===== src/rtl/dmem_arbiter.sv =====
// dmem_arbiter: round-robin CPU/debug data-memory arbiter.
// Handles byte/half/word lanes, misalignment and ack timeout.
module dmem_arbiter #(
  parameter int MAX_WAIT = 16
) (
  input  logic        clk,
  input  logic        rst,
  input  logic        cpu_req,
  input  logic        cpu_we,
  input  logic [31:0] cpu_addr,
  input  logic [31:0] cpu_wdata,
  input  logic [2:0]  cpu_dm_ctrl,
  output logic [31:0] cpu_rdata,
  output logic        cpu_ready,
  input  logic        dbg_req,
  input  logic        dbg_we,
  input  logic [31:0] dbg_addr,
  input  logic [31:0] dbg_wdata,
  output logic [31:0] dbg_rdata,
  output logic        dbg_ready,
  output logic        mem_en,
  output logic        mem_we,
  output logic [3:0]  mem_be,
  output logic [31:0] mem_addr,
  output logic [31:0] mem_wdata,
  input  logic [31:0] mem_rdata,
  input  logic        mem_ack,
  output logic        err
);

  localparam int CW = $clog2(MAX_WAIT + 1);
  localparam logic [CW-1:0] CNT_LAST = CW'(MAX_WAIT - 1);
  localparam logic [1:0] SZ_W = 2'd0;
  localparam logic [1:0] SZ_H = 2'd1;
  localparam logic [1:0] SZ_B = 2'd2;

  typedef enum logic [1:0] {
    S_IDLE,
    S_ISSUE,
    S_WAIT,
    S_DONE
  } state_t;

  state_t state_q, state_d;
  // owner/last_owner: 1 = debug port, 0 = CPU
  logic owner_q, owner_d;
  logic last_q, last_d;
  logic we_q, we_d;
  logic sx_q, sx_d;
  logic err_q, err_d;
  logic [1:0] sz_q, sz_d;
  logic [3:0] be_q, be_d;
  logic [31:0] addr_q, addr_d;
  logic [31:0] wdata_q, wdata_d;
  logic [31:0] crd_q, crd_d;
  logic [31:0] drd_q, drd_d;
  logic [CW-1:0] cnt_q, cnt_d;

  logic gnt_dbg;
  logic c_sx;
  logic c_mis;
  logic [1:0] c_sz;
  logic [3:0] c_be;
  logic [31:0] c_wd;
  logic [31:0] ld_val;
  logic [15:0] hw;
  logic [7:0] by;

  // Decode CPU size code into lane enables, store data and alignment
  always_comb begin
    c_sz = SZ_W;
    c_sx = 1'b0;
    case (cpu_dm_ctrl)
      3'b001: begin c_sz = SZ_H; c_sx = 1'b1; end
      3'b010: c_sz = SZ_H;
      3'b011: begin c_sz = SZ_B; c_sx = 1'b1; end
      3'b100: c_sz = SZ_B;
      default: c_sz = SZ_W;
    endcase
    c_be  = 4'b1111;
    c_wd  = cpu_wdata;
    c_mis = (cpu_addr[1:0] != 2'b00);
    case (c_sz)
      SZ_H: begin
        c_be  = cpu_addr[1] ? 4'b1100 : 4'b0011;
        c_wd  = {2{cpu_wdata[15:0]}};
        c_mis = cpu_addr[0];
      end
      SZ_B: begin
        c_be  = 4'b0001 << cpu_addr[1:0];
        c_wd  = {4{cpu_wdata[7:0]}};
        c_mis = 1'b0;
      end
      default: c_mis = (cpu_addr[1:0] != 2'b00);
    endcase
    gnt_dbg = dbg_req & (~cpu_req | ~last_q);
  end

  // Extract and extend the addressed lane of the returned word
  always_comb begin
    hw = addr_q[1] ? mem_rdata[31:16] : mem_rdata[15:0];
    case (addr_q[1:0])
      2'd0: by = mem_rdata[7:0];
      2'd1: by = mem_rdata[15:8];
      2'd2: by = mem_rdata[23:16];
      default: by = mem_rdata[31:24];
    endcase
    case (sz_q)
      SZ_H: ld_val = {{16{sx_q & hw[15]}}, hw};
      SZ_B: ld_val = {{24{sx_q & by[7]}}, by};
      default: ld_val = mem_rdata;
    endcase
  end

  // Next-state and latched-request logic
  always_comb begin
    state_d = state_q;
    owner_d = owner_q;
    last_d  = last_q;
    we_d    = we_q;
    sx_d    = sx_q;
    err_d   = err_q;
    sz_d    = sz_q;
    be_d    = be_q;
    addr_d  = addr_q;
    wdata_d = wdata_q;
    crd_d   = crd_q;
    drd_d   = drd_q;
    cnt_d   = cnt_q;
    case (state_q)
      S_IDLE: begin
        if (cpu_req | dbg_req) begin
          owner_d = gnt_dbg;
          if (gnt_dbg) begin
            we_d    = dbg_we;
            addr_d  = dbg_addr;
            wdata_d = dbg_wdata;
            be_d    = 4'b1111;
            sz_d    = SZ_W;
            sx_d    = 1'b0;
            err_d   = 1'b0;
            state_d = S_ISSUE;
          end else begin
            we_d    = cpu_we;
            addr_d  = cpu_addr;
            wdata_d = c_wd;
            be_d    = c_be;
            sz_d    = c_sz;
            sx_d    = c_sx;
            err_d   = c_mis;
            if (c_mis) begin
              crd_d   = '0;
              state_d = S_DONE;
            end else begin
              state_d = S_ISSUE;
            end
          end
        end
      end
      S_ISSUE: begin
        cnt_d   = '0;
        state_d = S_WAIT;
      end
      S_WAIT: begin
        if (mem_ack) begin
          err_d   = 1'b0;
          state_d = S_DONE;
          if (owner_q) drd_d = mem_rdata;
          else crd_d = ld_val;
        end else if (cnt_q == CNT_LAST) begin
          err_d   = 1'b1;
          state_d = S_DONE;
          if (owner_q) drd_d = '0;
          else crd_d = '0;
        end else begin
          cnt_d = cnt_q + 1'b1;
        end
      end
      default: begin
        last_d  = owner_q;
        state_d = S_IDLE;
      end
    endcase
  end

  // State registers, cleared asynchronously
  always_ff @(posedge clk or negedge rst) begin
    if (!rst) begin
      state_q <= S_IDLE;
      owner_q <= 1'b0;
      last_q  <= 1'b1;
      we_q    <= 1'b0;
      sx_q    <= 1'b0;
      err_q   <= 1'b0;
      sz_q    <= SZ_W;
      be_q    <= 4'b0000;
      addr_q  <= '0;
      wdata_q <= '0;
      crd_q   <= '0;
      drd_q   <= '0;
      cnt_q   <= '0;
    end else begin
      state_q <= state_d;
      owner_q <= owner_d;
      last_q  <= last_d;
      we_q    <= we_d;
      sx_q    <= sx_d;
      err_q   <= err_d;
      sz_q    <= sz_d;
      be_q    <= be_d;
      addr_q  <= addr_d;
      wdata_q <= wdata_d;
      crd_q   <= crd_d;
      drd_q   <= drd_d;
      cnt_q   <= cnt_d;
    end
  end

  assign mem_en    = (state_q == S_ISSUE);
  assign mem_we    = mem_en & we_q;
  assign mem_be    = mem_en ? be_q : 4'b0000;
  assign mem_addr  = {addr_q[31:2], 2'b00};
  assign mem_wdata = wdata_q;
  assign cpu_ready = (state_q == S_DONE) & ~owner_q;
  assign dbg_ready = (state_q == S_DONE) & owner_q;
  assign err       = (state_q == S_DONE) & err_q;
  assign cpu_rdata = crd_q;
  assign dbg_rdata = drd_q;

endmodule


===== config.mk =====
export PLATFORM = sky130hd
export DESIGN_NAME = dmem_arbiter
export DESIGN_NICKNAME = d
export VERILOG_FILES = /design/src/rtl/dmem_arbiter.sv
export SDC_FILE = /design/constraint.sdc
export NUM_CORES = 1
export LEC_CHECK = 0
export CAP_MARGIN = 20
export CORE_MARGIN = 4
export CORE_UTILIZATION = 43
export DETAILED_ROUTE_END_ITERATION = 8
export GPL_TIMING_DRIVEN = 0
export PLACE_DENSITY = 0.81
export SYNTH_ARGS = -nofsm -noshare
export SYNTH_HDL_FRONTEND = slang
export SYNTH_SLANG_ARGS = --single-unit

===== constraint.sdc =====
create_clock -name clk -period 3.1 [get_ports clk]
set_input_delay 0.62 -clock clk [delete_from_list [all_inputs] [get_ports clk]]
set_output_delay 0.62 -clock clk [all_outputs]
set_load 0.03 [all_outputs]

==> impl_metrics.xml <==
<?xml version="1.0" encoding="UTF-8"?>
<metrics>
  <group name="detailed_routing">
    <metric name="detail_route.drc_violations" unit="">0</metric>
    <metric name="wire_per_inst" unit="µm">19.69</metric>
    <metric name="antenna_violation_net_count_after_detailed_routing" unit="">0</metric>
    <metric name="routed_wirelength" unit="µm">25730</metric>
    <metric name="via_count" unit="">7164</metric>
    <metric name="vias_per_cell" unit="">5.481</metric>
    <metric name="drt_pass1_iterations" unit="">5</metric>
    <metric name="detailedRoute.firstIterationViolations" unit="">443</metric>
  </group>
  <group name="timing">
    <metric name="finalCritPeriodShare" unit="%">94.89</metric>
    <metric name="number_of_hold_slack_violations_in_the_final_timing_report" unit="">0</metric>
    <metric name="fmaxAchievable" unit="MHz">340.0</metric>
    <metric name="report.final.setup_viol" unit="">0</metric>
    <metric name="skew" unit="ps">11.42</metric>
    <metric name="holdWs" unit="ps">190.7</metric>
    <metric name="timing_max_transition_violations_final" unit="">0</metric>
    <metric name="finalWorstPathRequiredPeriod" unit="ps">2942</metric>
    <metric name="worst_slew_pin_slew" unit="ps">894.8</metric>
    <metric name="rsz_0062_raised_after_global_routing" unit="">no</metric>
    <metric name="slew_headroom" unit="%">39.99</metric>
  </group>
  <group name="clocking">
    <metric name="clock_tree_from_tritoncts" unit="">yes</metric>
    <metric name="clock_sink_count" unit="">146</metric>
    <metric name="clk_pin_slew" unit="ps">70</metric>
    <metric name="cts.hold.buffers_added" unit="">0</metric>
    <metric name="cts.root.buffer_cell" unit="">clkbuf_16</metric>
    <metric name="cts_made_buffers" unit="">17</metric>
    <metric name="cts_htree_levels" unit="">4</metric>
    <metric name="clock_tree.buffer_depth" unit="">2</metric>
    <metric name="clk-insertion-delay-late" unit="ps">430</metric>
  </group>
  <group name="layout">
    <metric name="multiInputGateArea" unit="mm²">0.003065</metric>
    <metric name="num-nets-final" unit="">1255</metric>
    <metric name="drive_gt1_share" unit="%">8.924</metric>
    <metric name="diodes" unit="">0</metric>
    <metric name="fillCellCount" unit="">1356</metric>
    <metric name="postLayoutCellArea" unit="mm²">0.01128</metric>
    <metric name="layout_commonest_cell" unit="">clkdlybuf4s50_1</metric>
    <metric name="most_used_cells_in_the_layout_excluding_fill_and_tap_cells" unit="">303 x clkdlybuf4s50_1, 145 x dfrtp_1, 104 x nand2_1</metric>
    <metric name="area_growth_syn_to_layout" unit="%">55.39</metric>
    <metric name="seqCellArea" unit="mm²">0.003655</metric>
  </group>
  <group name="grt">
    <metric name="groute.layer.met3.usage" unit="%">8.128</metric>
    <metric name="grt_start_max_net_pins" unit="">79</metric>
    <metric name="global_route_wire_length_before_repair" unit="µm">37690</metric>
    <metric name="globalRouteTotalUtil" unit="%">26.05</metric>
    <metric name="antenna_violations_before_repair" unit="">0</metric>
    <metric name="use_met1" unit="%">29.20</metric>
    <metric name="groute.layer.met2.usage" unit="%">45.58</metric>
    <metric name="first_global_vias" unit="">6968</metric>
    <metric name="top_usage_layer" unit="">met2</metric>
    <metric name="grt-ovfl-total" unit="">0</metric>
  </group>
  <group name="place">
    <metric name="port-buffer-count" unit="">304</metric>
    <metric name="dpl_cell_area" unit="mm²">0.01061</metric>
    <metric name="routabilityCongestion" unit="">0.9333</metric>
    <metric name="post-dp-hpwl" unit="µm">19930</metric>
  </group>
  <group name="floorplanning">
    <metric name="floorplan.core_area" unit="mm²">0.01658</metric>
    <metric name="die_h" unit="µm">138.0</metric>
    <metric name="chipWidth" unit="µm">138.0</metric>
    <metric name="std_cell_rows" unit="">47</metric>
    <metric name="floorplan.initialDensity" unit="%">43.79</metric>
    <metric name="floorplan.io_pins" unit="">307</metric>
    <metric name="die_area" unit="mm²">0.01903</metric>
  </group>
  <group name="pwr">
    <metric name="max-vdd-ir-drop" unit="mV">0.7659</metric>
    <metric name="total_leakage_power" unit="nW">4.743</metric>
    <metric name="power-per-cell-area" unit="mW/mm²">1095</metric>
  </group>
  <group name="critical_path">
    <metric name="critical_path_fanouts_max" unit="">10</metric>
    <metric name="critical_path_startpoint_category" unit="">input pin</metric>
    <metric name="cp_data_arrival_time" unit="ps">3260</metric>
    <metric name="timing.critical_path.to_type" unit="">register</metric>
    <metric name="critPathKind" unit="">input pin to register</metric>
    <metric name="timing.critical_path.required" unit="ps">3420</metric>
  </group>
  <group name="logic_synthesis">
    <metric name="ys.warnings.count" unit="">0</metric>
    <metric name="synth_cell_type_count" unit="">53</metric>
    <metric name="synth_cells" unit="">748</metric>
    <metric name="ys_async_sr_fraction" unit="%">100.0</metric>
    <metric name="synthSimpleGateAreaFrac" unit="%">12.66</metric>
    <metric name="synth-main-ff-cell" unit="">dfrtp_1</metric>
    <metric name="synth_compound_gate_area_share" unit="%">24.81</metric>
    <metric name="synthesis.area" unit="mm²">0.007262</metric>
    <metric name="synth.avg_cell_area" unit="µm²">9.709</metric>
    <metric name="post_synth_fa_ha_maj_area_fraction" unit="%">1.895</metric>
    <metric name="synth.yosys.seq_area_share" unit="%">50.33</metric>
    <metric name="yosys.area_share.xor_xnor" unit="%">0.1206</metric>
    <metric name="synth_top_family_by_area" unit="">compound AO/OA/AOI/OAI gates</metric>
    <metric name="synthMuxAreaShare" unit="%">2.085</metric>
    <metric name="yosys_register_bits" unit="">146</metric>
    <metric name="synth_edf_count" unit="">0</metric>
  </group>
  <group name="outcome">
    <metric name="outcome" unit="">finished, final reports clean</metric>
  </group>
  <group name="run">
    <metric name="maxCapViolations" unit="">0</metric>
  </group>
  <group name="min_path">
    <metric name="hold_path_class" unit="">input pin to asynchronous set/reset pin</metric>
  </group>
</metrics>
## through the flow
stage          instances  setup TNS [ps]  utilization, %  worst slack, ps  total power [mW]
2_1_floorplan        749               0               -            281.3             7.393
3_5_place_dp        1274          -24530           64.00           -877.6             10.15
3_3_place_gp        1273         -688530           63.82            -4590             10.03
5_1_grt             1307               0           68.05            26.55             12.98
6_report            1307               0           68.05            158.5             12.36
4_1_cts             1305               0           67.85            29.89             12.38
## flip-flops by register name (all words and copies together) (netlist names)
signal,count
be_q,4
owner_q,1
err_q,1
sz_q,2
last_q,1
sx_q,1
addr_q,32
we_q,1
cpu_rdata,32
cnt_q,5
dbg_rdata,32
mem_wdata,32
state_q,2
## report_power, final
part	switching, mW	internal [mW]	total [mW]	leakage [nW]
registers	0.548	2.78	3.33	1.83
clock network	0.903	1.29	2.20	0.303
logic	3.91	2.92	6.83	2.61
total	5.36	6.99	12.4	4.74
## Yosys cell counts, drive strengths merged (13+ instances only)
| library cell | count | area, µm² |
|---|---|---|
| dfrtp | 145 | 3628 |
| nand2 | 104 | 390.4 |
| nor2 | 53 | 201.5 |
| clkbuf | 52 | 196.4 |
| a22oi | 42 | 315.3 |
| o21ai | 39 | 195.2 |
| a22o | 37 | 324.1 |
| buf | 37 | 282.8 |
| a21oi | 34 | 170.2 |
| inv | 28 | 105.1 |
| o22ai | 25 | 156.4 |
| o32ai | 17 | 148.9 |
| nand2b | 13 | 81.33 |
## layout make-up
type                            count  share of cell area, %
Buffer                             88                  4.224
Clock buffer                       17                  3.770
Clock inverter                     15                  1.730
Timing Repair Buffer              307                  27.35
Multi-Input combinational cell    486                  27.16
Tap cell                          220                  2.439
Sequential cell                   146                  32.39
Inverter                           28                 0.9314
## critical path: stages
cell,delay [ps]
clkdlybuf4s50_1,460
nor2b_2,190
a21oi_2,270
ha_4,190
and2_1,160
o221ai_2,160
or4_4,560
clkbuf_2,170
buf_6,150
o32ai_1,320
## timing repair
| action | 4_1_cts | 5_1_grt |
|---|---|---|
| gates resized for setup | 5 | 4 |
| pin swaps | 0 | 1 |
| setup endpoints to repair | 32 | 17 |
| setup buffers | 0 | 2 |
## routing by layer
metal | routed length (µm) | up-vias
li1 | - | 3336
met2 | 12840 | 365
met1 | 9440 | 3405
met3 | 2532 | 58
met5 | 0 | -
met4 | 916 | 0
## worst paths after layout
| path | depth (start not counted) | startpoint | slack (ps) | to |
|---|---|---|---|---|
| setup / recovery | 10 | cpu_dm_ctrl[0] | 160 | cpu_rdata[23] |
| hold / removal | 1 | rst | 190 | dbg_rdata[11] |
| setup reg to reg | 8 | state_q[0] | 260 | addr_q[21] |
| hold reg to reg | 2 | mem_wdata[9] | 480 | mem_wdata[9] |
| max in group asynchronous | 2 | rst | 2080 | last_q |
| min in group clk | 2 | mem_wdata[9] | 480 | mem_wdata[9] |
## cells by family after synthesis
family	count (synthesis)
AOI/OAI and AO/OA	250
and+or+nand+nor	208
DFF	146
buffers and inverters	117
muxes	14
adders and majority gates	11
other	1
xor gates and xnor gates	1
Note: power is estimated with default switching activity, not from simulation.
